`config.mk`:
```
export PLATFORM = sky130hd
export DESIGN_NAME = mul_share_ctrl
export DESIGN_NICKNAME = d
export VERILOG_FILES = /design/src/rtl/mul_share_pkg.sv /design/src/rtl/mul_share_ctrl_rr_arbiter.sv /design/src/rtl/mul_share_ctrl.sv
export SDC_FILE = /design/constraint.sdc
export NUM_CORES = 1
export LEC_CHECK = 0
export CAP_MARGIN = 20
export CORE_ASPECT_RATIO = 0.5
export CORE_MARGIN = 1
export CORE_UTILIZATION = 40
export DETAILED_ROUTE_END_ITERATION = 16
export GPL_TIMING_DRIVEN = 0
export PLACE_DENSITY = 0.7
export SYNTH_ARGS = -nofsm -noshare
export SYNTH_HDL_FRONTEND = slang
export SYNTH_HIERARCHICAL = 1
export SYNTH_SLANG_ARGS = --single-unit
```
`constraint.sdc`:
```
create_clock -name clk -period 3.95 [get_ports clk]
set_clock_uncertainty 0.05 [all_clocks]
set_input_delay 0.5925 -clock clk [delete_from_list [all_inputs] [get_ports clk]]
set_output_delay 0.5925 -clock clk [all_outputs]
set_load 0.005 [all_outputs]
```
`src/rtl/mul_share_pkg.sv`:
```
// Shared types and defaults for the shared-multiplier controller.
package mul_share_pkg;

  typedef enum logic [2:0] {
    IDLE,
    CLEAR,
    LAUNCH,
    WAIT,
    DONE
  } state_e;

  localparam int DEF_WIDTH       = 4;
  localparam int DEF_MUL_LATENCY = 10;

  function automatic int product_w(input int width);
    return 2 * width + 1;
  endfunction

  localparam int PRODUCT_W = product_w(DEF_WIDTH);

endpackage

```
`src/rtl/mul_share_ctrl_rr_arbiter.sv`:
```
// Combinational round-robin arbiter: lowest requesting index at or after ptr_i wins.
module rr_arbiter #(
  parameter int NUM_REQ = 4
) (
  input  logic [NUM_REQ-1:0]         req_i,
  input  logic [$clog2(NUM_REQ)-1:0] ptr_i,
  output logic [NUM_REQ-1:0]         win_oh_o,
  output logic [$clog2(NUM_REQ)-1:0] win_idx_o,
  output logic                       any_o
);
  localparam int IDX_W = $clog2(NUM_REQ);

  int   j;
  logic found;

  always_comb begin
    win_oh_o  = '0;
    win_idx_o = '0;
    found     = 1'b0;
    j         = 0;
    for (int k = 0; k < NUM_REQ; k++) begin
      j = int'(ptr_i) + k;
      if (j >= NUM_REQ) j = j - NUM_REQ;
      if (!found && req_i[j]) begin
        found       = 1'b1;
        win_oh_o[j] = 1'b1;
        win_idx_o   = IDX_W'(j);
      end
    end
  end

  assign any_o = |req_i;

endmodule

```
`src/rtl/mul_share_ctrl.sv`:
```
// Shares one sequential multiplier among NUM_REQ requesters (round-robin).
// Optional MUL_SHARE_CTRL_STATS_EN adds op_count and busy outputs.
module mul_share_ctrl
  import mul_share_pkg::*;
#(
  parameter int NUM_REQ     = 4,
  parameter int WIDTH       = DEF_WIDTH,
  parameter int MUL_LATENCY = DEF_MUL_LATENCY
) (
  input  logic                       clk,
  input  logic                       rst_n,
  input  logic [NUM_REQ-1:0]         req,
  input  logic [NUM_REQ*WIDTH-1:0]   req_a,
  input  logic [NUM_REQ*WIDTH-1:0]   req_b,
  output logic [NUM_REQ-1:0]         gnt,
  output logic [NUM_REQ-1:0]         rsp_valid,
  output logic [2*WIDTH:0]           rsp_product,
  output logic                       mul_rst,
  output logic                       mul_start,
  output logic [WIDTH-1:0]           mul_multiplier,
  output logic [WIDTH-1:0]           mul_multiplicand,
`ifdef MUL_SHARE_CTRL_STATS_EN
  output logic [15:0]                op_count,
  output logic                       busy,
`endif
  input  logic [2*WIDTH:0]           mul_product
);
  localparam int PW    = product_w(WIDTH);
  localparam int IDX_W = $clog2(NUM_REQ);
  localparam int CNT_W = $clog2(MUL_LATENCY + 1);

  state_e             state_q;
  logic [IDX_W-1:0]   ptr_q, ptr_d, win_q;
  logic [CNT_W-1:0]   cnt_q, cnt_d;
  logic [NUM_REQ-1:0] gnt_q, rsp_valid_q;
  logic [PW-1:0]      rsp_product_q;
  logic               mul_rst_q, mul_start_q;
  logic [WIDTH-1:0]   mula_q, mulb_q;

  logic [NUM_REQ-1:0] arb_oh;
  logic [IDX_W-1:0]   arb_idx;
  logic               arb_any;

  rr_arbiter #(.NUM_REQ(NUM_REQ)) u_arb (
    .req_i     (req),
    .ptr_i     (ptr_q),
    .win_oh_o  (arb_oh),
    .win_idx_o (arb_idx),
    .any_o     (arb_any)
  );

  assign ptr_d = (win_q == IDX_W'(NUM_REQ - 1)) ? '0 : win_q + 1'b1;
  assign cnt_d = cnt_q + 1'b1;

  // gnt/rsp_valid are set on state entry so they are high exactly in CLEAR/DONE.
  always_ff @(posedge clk or negedge rst_n) begin
    if (!rst_n) begin
      state_q       <= IDLE;
      ptr_q         <= '0;
      win_q         <= '0;
      cnt_q         <= '0;
      gnt_q         <= '0;
      rsp_valid_q   <= '0;
      rsp_product_q <= '0;
      mul_rst_q     <= 1'b0;
      mul_start_q   <= 1'b0;
      mula_q        <= '0;
      mulb_q        <= '0;
    end else begin
      gnt_q       <= '0;
      rsp_valid_q <= '0;
      case (state_q)
        IDLE: begin
          if (arb_any) begin
            win_q     <= arb_idx;
            mula_q    <= req_a[arb_idx*WIDTH +: WIDTH];
            mulb_q    <= req_b[arb_idx*WIDTH +: WIDTH];
            gnt_q     <= arb_oh;
            mul_rst_q <= 1'b1;
            state_q   <= CLEAR;
          end
        end
        CLEAR: begin
          mul_rst_q   <= 1'b0;
          mul_start_q <= 1'b1;
          state_q     <= LAUNCH;
        end
        LAUNCH: begin
          mul_start_q <= 1'b0;
          cnt_q       <= '0;
          state_q     <= WAIT;
        end
        WAIT: begin
          if (cnt_q == CNT_W'(MUL_LATENCY - 1)) begin
            rsp_product_q <= mul_product;
            rsp_valid_q   <= NUM_REQ'(1) << win_q;
            ptr_q         <= ptr_d;
            state_q       <= DONE;
          end else begin
            cnt_q <= cnt_d;
          end
        end
        DONE:    state_q <= IDLE;
        default: state_q <= IDLE;
      endcase
    end
  end

  assign gnt              = gnt_q;
  assign rsp_valid        = rsp_valid_q;
  assign rsp_product      = rsp_product_q;
  assign mul_rst          = mul_rst_q;
  assign mul_start        = mul_start_q;
  assign mul_multiplier   = mula_q;
  assign mul_multiplicand = mulb_q;

`ifdef MUL_SHARE_CTRL_STATS_EN
  logic [15:0] op_count_q;

  always_ff @(posedge clk or negedge rst_n) begin
    if (!rst_n)                op_count_q <= '0;
    else if (state_q == DONE)  op_count_q <= op_count_q + 16'd1;
  end

  assign op_count = op_count_q;
  assign busy     = (state_q != IDLE);
`endif

endmodule

```
# Word level (Yosys, flattened, before mapping)
# Index checks and enable logic that the tools add are counted.
[classes]
n_addsub = 9
order_cmp = 12
eq_ne = 8
n_shift = 3
muxes = 48
bitwise = 3
reduce_logical = 20
[ops]
columns = ["op", "n"]
rows = [
  ["32-bit by 1-bit >= comparator with 1-bit output, second input constant", 4],
  ["32-bit by 4-bit < comparator with 1-bit output, second input constant", 4],
  ["32-bit 2-to-1 mux", 4],
  ["32-bit by 4-bit >= comparator with 1-bit output, second input constant", 3],
  ["32-bit by 4-bit subtractor with 32-bit output, second input constant", 3],
  ["4-bit 2-to-1 mux", 9],
  ["16-bit by 5-bit variable part select with 4-bit output", 2],
  ["1-bit 2-to-1 mux", 16],
  ["4-bit bitwise OR", 3],
  ["3-bit case mux with 4 select lines", 1],
  ["2-bit 2-to-1 mux", 5],
  ["2-bit AND reduction", 5],
  ["1-bit binary-select mux with 2-bit select", 4],
  ["1-bit demux with 2-bit select", 4],
  ["4-bit case mux with 2 select lines", 1],
  ["1-bit logical AND", 7],
  ["2-bit by 2-bit adder with 3-bit output, second input constant", 2],
  ["3-bit by 2-bit equality test with 1-bit output, second input constant", 2],
  ["3-bit 2-to-1 mux", 2],
  ["2-bit != test, second input constant", 3],
  ["2-bit nonzero test", 3],
  ["4-bit by 1-bit adder with 4-bit output, second input constant", 1],
  ["4-bit equality test, second input constant", 1],
  ["1-bit case mux with 2 select lines", 2],
  ["other kinds (10)", 12],
]
[word_totals]
register_bits = 38
inputBits = 47
elab_cells = 114

# Depth between registers and ports, before layout
# Gate-level depths: netlist of run 1.
[logic_depth]
depth_word = 17
depth_mapped = 12

# Modules after synthesis
# Netlist of run 1, hierarchy kept.
[modules_own_cells]
columns = ["module", "instances", "cells_per_inst", "area_each_um2", "seq_area_each_um2"]
rows = [
  ["mul_share_ctrl", 1, 117, 1745.4, 950.9],
  ["rr_arbiter", 1, 54, 483.0, 0.0],
]

# Worst setup path before layout of run 1
# OpenSTA, ideal clock, no wires.
[synth_timing]
path_kind = "register to register"
startpoint = "reg ptr_q[1]"
endpoint = "reg mulb_q[0] (netlist: mul_multiplicand[0])"
arrival_time_ns = 2.894
required_ns = 3.775
setup_slack_ns = 0.881
stages_incl_launch_ff = 12
n_path_buf = 3
path_cell_list = "dfrtp_1 -> clkbuf_2 -> inv_1 -> ha_1 -> buf_4 -> mux4_2 -> nor2b_4 -> o21ai_0 -> o31ai_1 -> buf_2 -> mux4_2 -> mux2_2"
[synth_via]
elab_chain_cells = 16
[synth_rtl]
columns = ["item", "line", "text"]
rows = [
  ["from (decl)", "mul_share_ctrl.sv:33", "logic [IDX_W-1:0] ptr_q, ptr_d, win_q;"],
  ["from (signal assigned)", "mul_share_ctrl.sv:97", "ptr_q <= ptr_d;"],
  ["branches (longest 14 deep; another with 32-bit by 4-bit subtractor with 32-bit output)", "-", ""],
  ["2-bit 2-to-1 mux *", "mul_share_ctrl_rr_arbiter.sv:24", "if (!found && req_i[j]) begin"],
  ["net arb_idx[0]", "mul_share_ctrl.sv:41", "logic [IDX_W-1:0] arb_idx;"],
  ["16-bit by 5-bit variable part select with 4-bit output *", "mul_share_ctrl.sv:77", "mulb_q <= req_b[arb_idx*WIDTH +: WIDTH];"],
  ["to (signal assigned)", "mul_share_ctrl.sv:77", ""],
  ["to (decl)", "mul_share_ctrl.sv:38", "logic [WIDTH-1:0] mula_q, mulb_q;"],
]
# Mark *: on every way through the listed nets, which the timed path passes. The select of a mux whose other input is x is not followed.
# A chain may end at the register's enable or synchronous reset.

# Worst setup path after layout of run 1
[layout_timing]
startpoint = "reg ptr_q[1]"
endpoint = "reg mula_q[1] (netlist: mul_multiplier[1])"
[layout_via]
elab_chain_cells = 16
[layout_rtl]
columns = ["item", "line", "text"]
rows = [
  ["branches (longest 14 deep; another with 32-bit by 4-bit subtractor with 32-bit output)", "-", ""],
  ["2-bit 2-to-1 mux *", "mul_share_ctrl_rr_arbiter.sv:24", ""],
  ["net arb_idx[1]", "mul_share_ctrl.sv:41", ""],
  ["16-bit by 5-bit variable part select with 4-bit output *", "mul_share_ctrl.sv:76", "mula_q <= req_a[arb_idx*WIDTH +: WIDTH];"],
  ["to (signal assigned)", "mul_share_ctrl.sv:76", ""],
  ["to (decl)", "mul_share_ctrl.sv:38", ""],
]
# Marks and branches as above.

==> run metrics, run 1 <==
CP Data Arrival Time 3590 ps; DP Cell Count 314; CTS tree yes; area leader, netlist dfrtp_1; crit path max fanout 9; Comb power frac 0.575; Seq pwr share 0.303; DR DRC count 0; vias in the first global route 1545; worst flop-to-flop path endpoint mul_multiplier[1]; HPWL after DPL 3670 um; grt ovf 0; Crit. End Element flop; Most Crowded Layer GR met2; PD cells 702 nW/um2; slew of the pin with the lowest slew margin 817 ps; TNS Setup 0 ps; post-synthesis register bit count 38; Clk pwr share 0.122; Switching Fraction 0.358; Core Box Area 5130 um2; Power Total 2.20 mW; Worst Path Required 4070 ps; Die ar. 5890 um2; RSZ-0062 raised after global routing false; status complete, no violations; achievable clock frequency 288 MHz; clk buf depth 2; period utilization 0.879; Synthesized Nets 232; internal power 1.41 mW; setup violators final 0; Post-synth top cells 38 x dfrtp_1, 18 x mux2_2, 14 x ha_1, 11 x mux4_2; post-synth top area share 0.427; Slew HR 0.455; worst setup path start ptr_q[1]; sequential share of the synthesized area 0.427; Sw Pwr 788 uW; mean area per synthesized cell 13.0 um2; DR pass1 iterations 4; fin. max-slew vios 0; IO Pins 74; CP Class flop to flop; Cells after Synth 171; Synth Warn # 6; final hold vios 0; initial core utilization 0.434; PostCTS Resize Cnt 0; port bufs 73; hold buffers post-CTS 0; Finished Core Util 0.610; worst r2r path cells 12; max_cap viols 0; Synth Cell Area 2230 um2; Die W 108 um; GPL Wtd Cong 0.756; top-count cell post-synth dfrtp_1; Yosys cell types 45; flop-to-flop setup slack 480 ps; ys flop type dfrtp_1; drt total wl 4690 um; Antenna diodes 0; Area Growth Syn to Fin 40.6%; Post-Layout Cell Count 322; first-pass GRT wire length 7310 um; Root Buffer clkbuf_8; Synth area leaders dfrtp_1 43%, mux4_2 11%, mux2_2 9.1%; Clock Pin Slew Worst Setup and Hold Paths 70 ps; setup repair bufs after CTS 0; layout cells sized above 1 0.202; site row count 18; antenna violations before repair 0; met2 Use GR 0.318; Post-synth EDFFs 0; reg2reg start ptr_q[1]; min-delay worst type input pin to async pin; met3 Use GR 0.0369; crit path time final 3470 ps; vias 1665; Routed WL per cell 14.6 um; Total Routing Usage GR 0.166; GRT met1 Usage 0.192; startpoint types flop; clock insertion delay at the later pin of the skew report 280 ps; WHS 354 ps; Max VDD drop 0.374 mV; # H-tree levels 2; Antenna Violating Nets Remaining 0; initial DRC count 63; nets@finish 312; CTS buffer count 5; Pleak 1.33 nW; Die H 54.8 um; FFs w/ async S/R, synth 1.00; clock sink total 38; post-DR vias/cell 5.17; largest net degree at the start of global routing 39
[per-stage QoR]
| step | area (um2) | setup slack (ps) |
|---|---|---|
| 3_3_place_gp | 3050 | 380 |
| 2_1_floorplan | 2230 | 881 |
| 6_report | 3130 | 476 |
| 3_5_place_dp | 3040 | 356 |
| 5_1_grt | 3130 | 265 |
| 4_1_cts | 3130 | 428 |
[worst max-delay path by stage]
stage / endpoint / slack, ps / depth (start not counted)
global placement: mul_multiplier[1] / 380 / 9
floorplan: mul_multiplicand[0] / 880 / 11
global route: mul_multiplier[1] / 260 / 12
CTS: mul_multiplier[1] / 430 / 12
finish: mul_multiplier[1] / 480 / 12
detailed placement: mul_multiplier[1] / 360 / 9
[routing by layer]
metal  wire [um]  vias to the layer above
li1            -                      790
met1        2050                      842
met5           0                        -
met4          35                        0
met3         128                        4
met2        2480                       29
[sequential cells by signal, indices dropped and copies added, names as in the netlist]
| signal | flops |
|---|---|
| mul_start | 1 |
| win_q | 2 |
| mul_multiplicand | 4 |
| state_q | 3 |
| mul_rst | 1 |
| rsp_product | 9 |
| mul_multiplier | 4 |
| rsp_valid | 4 |
| ptr_q | 2 |
| gnt | 4 |
| cnt_q | 4 |
[critical path, cell delays in order, from the launching register on]
cell	delay, ps
dfrtp_1	470
clkbuf_2	230
inv_1	120
ha_1	280
buf_4	160
mux4_2	420
nor2b_4	220
nand2_2	50
a31oi_1	160
a21o_1	100
buf_1	430
mux4_2	390
mux2_2	280
[power by group through the flow]
stage | Clock (mW) | Combinational, mW | Sequential, mW
floorplan | 0 | 0.843 | 0.660
global placement | 0 | 1.25 | 0.664
detailed placement | 0 | 1.28 | 0.675
CTS | 0.275 | 1.28 | 0.667
global route | 0.297 | 1.39 | 0.694
finish | 0.269 | 1.26 | 0.666
[cells in the final DEF (no fill, tap or decap), types with 2 or more instances in the layout]
master and instances:
buf_4 2, nand2b_1 2, inv_1 8, mux4_2 11, nor2_1 6, clkdlybuf4s50_1 72
and2_1 9, dfrtp_1 38, a22oi_1 8, ha_1 14, buf_6 2, clkbuf_1 2
o31ai_1 2, nor3_4 2, mux2_2 18, a211o_1 2, buf_2 2, clkbuf_8 6
o21ai_0 9, mux2_1 5, nand2_1 4, nand3_1 2
[layout make-up]
class | count | area (um2)
inverters | 8 | 30.0
fillers | 406 | 2000
multi-input cells | 117 | 1190
flip-flops and latches | 38 | 951
repair buffers | 73 | 726
well taps | 70 | 87.6
plain buffers | 8 | 55.1
clock buffers | 7 | 86.3
clock inverters | 1 | 5.00
[cells by family (layout without fill, tap and decap cells)]
group / after synthesis / in the layout / synth area share
simple gates: 38 / 38 / 0.121
compound gates: 29 / 29 / 0.0915
fa+ha+maj: 14 / 14 / 0.0786
buf+inv: 16 / 97 / 0.0382
flops: 38 / 38 / 0.427
mux: 36 / 36 / 0.244
(Power assumes the default switching activity.)
==> run 2: changes to the inputs <==
--- a/config.mk
+++ b/config.mk
@@ -5,13 +5,14 @@
 export SDC_FILE = /design/constraint.sdc
 export NUM_CORES = 1
 export LEC_CHECK = 0
+export ABC_AREA = 1
 export CAP_MARGIN = 20
 export CORE_ASPECT_RATIO = 0.5
 export CORE_MARGIN = 1
 export CORE_UTILIZATION = 40
 export DETAILED_ROUTE_END_ITERATION = 16
 export GPL_TIMING_DRIVEN = 0
-export PLACE_DENSITY = 0.7
+export PLACE_DENSITY = 0.69
 export SYNTH_ARGS = -nofsm -noshare
 export SYNTH_HDL_FRONTEND = slang
 export SYNTH_HIERARCHICAL = 1
==> run 2 against run 1 <==
  * Register-to-register slack better by 540 ps
  * Sequential power about the same
  * Routed wire length up 24%
  * Synthesized cell count up 110%
  * Total power up 20%
  * Count of clock-buffer cells in the layout down 2
  * Sequential share of layout area down 3.2 points
  * Global-route usage up 2.8 points
  * Design area up 12%
  * Cell count up 60%
  * Synthesized area up 11%
  * Critical path type unchanged
  * Largest cell class unchanged
==> run metrics, run 2 <==
status complete, no violations; initial DRC count 105; clock sink total 38; HPWL after DPL 4500 um; setup violators final 0; post-DR vias/cell 4.68; achievable clock frequency 341 MHz; PostCTS Resize Cnt 0; nets@finish 492; top-count cell post-synth nand2_1; Worst Path Required 4070 ps; max_cap viols 0; layout cells sized above 1 0.0810; CP Class flop to flop; Max VDD drop 0.335 mV; Post-synth top cells 139 x nand2_1, 52 x inv_1, 48 x nand3_1, 38 x dfrtp_1; Post-synth EDFFs 0; grt ovf 0; Die W 113 um; CTS buffer count 5; crit path time final 2930 ps; PD cells 753 nW/um2; GPL Wtd Cong 0.800; Synth Warn # 6; Clock Pin Slew Worst Setup and Hold Paths 60 ps; Total Routing Usage GR 0.194; Die H 57.6 um; sequential share of the synthesized area 0.384; leading cell type in the layout, fill and taps excluded nand2_1; DR DRC count 0; min-delay worst type input pin to async pin; first-pass GRT wire length 10100 um; IO Pins 74; Routed WL per cell 11.3 um; Slew HR 0.465; startpoint types flop; clock insertion delay at the later pin of the skew report 280 ps; vias in the first global route 2331; Area Growth Syn to Fin 41.4%; area leader, netlist dfrtp_1; Root Buffer clkbuf_16; antenna violations before repair 0; post-synth top area share 0.384; Place WS 1050 ps; Synth area leaders dfrtp_1 38%, nand2_1 21%, nand3_1 9.7%; setup repair bufs after CTS 0; Pleak 1.88 nW; ys flop type dfrtp_1; RSZ-0062 raised after global routing false; # H-tree levels 2; Antenna Violating Nets Remaining 0; Crit. End Element flop; site row count 19; final hold vios 0; worst flop-to-flop path endpoint mul_multiplicand[0]; Synth Cell Area 2480 um2; WHS 345 ps; max reg flops 9; vias 2416; FFs w/ async S/R, synth 1.00; Yosys cell types 27; Core Box Area 5730 um2; hold buffers post-CTS 0; CTS tree yes; reg2reg start ptr_q[1]; post-synthesis register bit count 38; clk buf depth 2; drt total wl 5820 um; Synthesized Nets 412; TNS Setup 0 ps; largest net degree at the start of global routing 39; commonest cells after routing, fill and taps aside 139 x nand2_1, 72 x clkdlybuf4s50_1, 52 x inv_1, 48 x nand3_1, 38 x dfrtp_1; port bufs 73; Antenna diodes 0; mean area per synthesized cell 7.05 um2; worst r2r path cells 15; Die ar. 6530 um2; slew of the pin with the lowest slew margin 802 ps; CP Data Arrival Time 3050 ps; fin. max-slew vios 0; initial core utilization 0.432; Cells after Synth 351; crit path max fanout 9; period utilization 0.742; flop-to-flop setup slack 1020 ps; DR pass1 iterations 5; setup ws final 1020 ps
==> run 2: how the worst max path moves through the flow <==
stage                   from                   to  slack, ps
global placement    ptr_q[1]  mul_multiplicand[0]       1090
global route        ptr_q[1]  mul_multiplicand[3]        660
CTS                 ptr_q[1]  mul_multiplicand[0]       1020
floorplan           ptr_q[1]  mul_multiplicand[0]       1620
detailed placement  ptr_q[1]  mul_multiplicand[0]       1050
finish              ptr_q[1]  mul_multiplicand[0]       1020
==> run 2: area by class of cell <==
cell class | instances | area, um2
multi-input cells | 248 | 1240
repair buffers | 73 | 726
well taps | 84 | 105
flip-flops and latches | 38 | 951
clock buffers | 5 | 125
inverters | 57 | 220
clock inverters | 3 | 68.8
fillers | 518 | 2230
plain buffers | 8 | 60.1
==> run 2: report_power, final <==
part | switching, mW | internal (mW)
registers | 0.122 | 0.544
clock network | 0.160 | 0.363
logic | 0.825 | 0.622
total | 1.11 | 1.53
==> run 2: metrics by stage <==
stage | util | instance area [um2] | total power, mW | instances
global placement | 0.578 | 3310 | 2.07 | 508
CTS | 0.611 | 3500 | 2.66 | 516
detailed placement | 0.577 | 3310 | 2.11 | 508
global route | 0.611 | 3500 | 2.86 | 516
finish | 0.611 | 3500 | 2.63 | 516
floorplan | - | 2480 | 1.60 | 351
==> run 2: critical path, stage by stage (launching register included) <==
cell      delay (ps)
dfrtp_1          550
inv_1            260
ha_1             390
inv_1            140
nand3_1           90
nand2_1          140
nand3_1           80
nor2_1           140
nand2_1           70
nand3_1           80
buf_2            210
clkinv_1         270
nand3_1          170
nand2_1           70
nand2_1           50
nand2_1           50
==> run 2: routing by layer <==
| layer | part of all wire | GRT usage |
|---|---|---|
| met1 | 0.46 | 0.240 |
| met2 | 0.47 | 0.349 |
| met3 | 0.054 | 0.0439 |
| met4 | 0.012 | 0.0489 |
| met5 | 0 | 0 |
==> run 2: kinds of logic after synthesis <==
group / share of synthesized area
XOR/XNOR: 0.00354
AO/OA/AOI/OAI: 0.0344
AND/OR/NAND/NOR: 0.394
buffers and inverters: 0.113
adder cells (fa/ha/maj): 0.0707
flip-flops: 0.384
==> run 3: changes to the inputs <==
--- a/config.mk
+++ b/config.mk
@@ -12,7 +12,7 @@
 export CORE_UTILIZATION = 40
 export DETAILED_ROUTE_END_ITERATION = 16
 export GPL_TIMING_DRIVEN = 0
-export PLACE_DENSITY = 0.69
+export PLACE_DENSITY = 0.71
 export SYNTH_ARGS = -nofsm -noshare
 export SYNTH_HDL_FRONTEND = slang
 export SYNTH_HIERARCHICAL = 1
==> constraint.sdc (replaced) <==
create_clock -name clk -period 2.4 [get_ports clk]
set_clock_uncertainty 0.05 [all_clocks]
set_input_delay 0.36 -clock clk [delete_from_list [all_inputs] [get_ports clk]]
set_output_delay 0.36 -clock clk [all_outputs]
set_load 0.005 [all_outputs]
==> run 3 against run 2 <==
  * Design area increased by 2.0%
  * Worst hold slack lost 220 ps
  * Non-clock buffer count grew 5
  * Register-to-register slack lost 860 ps
  * Total power is 67% higher
  * Routed wire length is 2.2% higher
  * Critical endpoint unchanged
  * Largest power group unchanged
==> run metrics, run 3 (synthesis gave the netlist of run 2 again) <==
PD cells 1230 nW/um2; port bufs 73; WHS 129 ps; CP Class flop to flop; fin. max-slew vios 0; slew of the pin with the lowest slew margin 828 ps; CP Data Arrival Time 2360 ps; achievable clock frequency 446 MHz; vias 2408; Die W 113 um; clock insertion delay at the later pin of the skew report 280 ps; Root Buffer clkbuf_16; Antenna diodes 0; # H-tree levels 2; layout cells sized above 1 0.112; crit path max fanout 13; DR pass1 iterations 4; Antenna Violating Nets Remaining 0; min-delay worst type input pin to async pin; internal power 2.50 mW; Slew HR 0.448; Sw Pwr 1.88 mW; Seq pwr share 0.247; HPWL after DPL 4410 um; Total Routing Usage GR 0.197; Core Box Area 5730 um2; antenna violations before repair 0; Die ar. 6530 um2; critical path, cell by cell buf_6, clkinv_8, ha_4, inv_4, nand3_2, nand2_2, nand3_1, nor2_2, nor2_1, nor2_1, buf_6, clkbuf_16, nand2_1, nand3_1, nand2_1, nand2_1, nand2_1; max_cap viols 0; clock sink total 38; Area Growth Syn to Fin 44.2%; Power Total 4.39 mW; Routed WL per cell 11.4 um; Post-Layout Cell Count 521; site row count 19; Switching Fraction 0.429; Worst Path Required 2520 ps; first-pass GRT wire length 10300 um; max reg flops 9; CTS tree yes; leading cell type in the layout, fill and taps excluded nand2_1; commonest cells after routing, fill and taps aside 138 x nand2_1, 72 x clkdlybuf4s50_1, 50 x inv_1, 47 x nand3_1, 36 x dfrtp_1; period utilization 0.933; Max VDD drop 0.545 mV; startpoint types flop; GPL Wtd Cong 0.825; vias in the first global route 2350; IO Pins 74; drt total wl 5950 um; Clk pwr share 0.150; Comb power frac 0.602; grt ovf 0; worst setup path start ptr_q[0]; CTS buffer count 5; DP Cell Count 508; CP max-delay cell dfrtp_2; reg2reg start ptr_q[0]; initial DRC count 99; Clock Pin Slew Worst Setup and Hold Paths 60 ps; Pleak 1.90 nW; crit-path most repeated cell nand2_1; crit path time final 2240 ps; DR DRC count 0; Largest stage delay, worst path 380 ps; final hold vios 0; largest net degree at the start of global routing 39; nets@finish 497; initial core utilization 0.432; status complete, no violations; setup violators final 0; Die H 57.6 um; post-DR vias/cell 4.62; clk buf depth 2; hold buffers post-CTS 0; Crit. End Element flop
run 3: changes by cell type in the layout (fill, tap and decap cells not counted), sizes merged:
cell and change:
buf +4, bufinv -2, clkbuf +2, clkinvlp +2
inv -1
run 3: final cells by class:
type                       instances  area (um2)
fill                             497        2160
clock inverter                     2        12.5
clock buffer                       6         139
buffer                             7        66.3
multi-input combinational        248        1270
sequential                        38         953
timing repair buffer              79         788
tap                               84         105
inverter                          57         239
run 3: per-stage QoR:
| step | util | setup WS [ps] | instance area [um2] | setup TNS (ps) |
|---|---|---|---|---|
| 2_1_floorplan | - | 68.5 | 2480 | 0 |
| 3_3_place_gp | 0.578 | -418 | 3310 | -3730 |
| 4_1_cts | 0.612 | 24.1 | 3510 | 0 |
| 5_1_grt | 0.623 | -18.6 | 3570 | -22.4 |
| 6_report | 0.623 | 160 | 3570 | 0 |
| 3_5_place_dp | 0.577 | -497 | 3310 | -4490 |
run 3: power groups by stage:
stage,registers (mW),clock network (mW),logic (mW)
after detailed placement,1.10,0,2.36
after floorplan,1.09,0,1.55
final,1.08,0.660,2.64
after global placement,1.09,0,2.30
after global routing,1.12,0.694,2.98
after CTS,1.08,0.671,2.47
run 3: worst paths after layout:
path	end	slack [ps]	cells past startpoint
max	mul_multiplicand[0]	160	17
min	mul_start	130	1
max reg2reg	mul_multiplicand[0]	160	17
min reg2reg	mul_multiplier[1]	430	2
max in group asynchronous	ptr_q[0]	1600	1
min in group clk	mul_multiplier[1]	430	2
run 3: metal layers:
| layer | vias to the layer above | GRT usage | share of wire |
|---|---|---|---|
| li1 | 1243 | - | - |
| met1 | 1109 | 0.256 | 0.48 |
| met2 | 49 | 0.345 | 0.47 |
| met3 | 7 | 0.0345 | 0.044 |
| met4 | 0 | 0.0564 | 0.011 |
| met5 | - | 0 | 0 |
run 3: critical path: cells and delay by family (launching register included):
family	cells	cell delay, ps
AND/OR/NAND/NOR	11	830
buffers and inverters	5	600
flip-flops	1	380
adder cells (fa/ha/maj)	1	270
run 3: timing repair:
action / 4_1_cts / 5_1_grt
cloned: 0 / 1
hold endpoints to repair: 0 / 0
gates resized for setup: 8 / 10
setup endpoints to repair: 10 / 10
buffers inserted: 3 / 2
pin swaps: 0 / 2
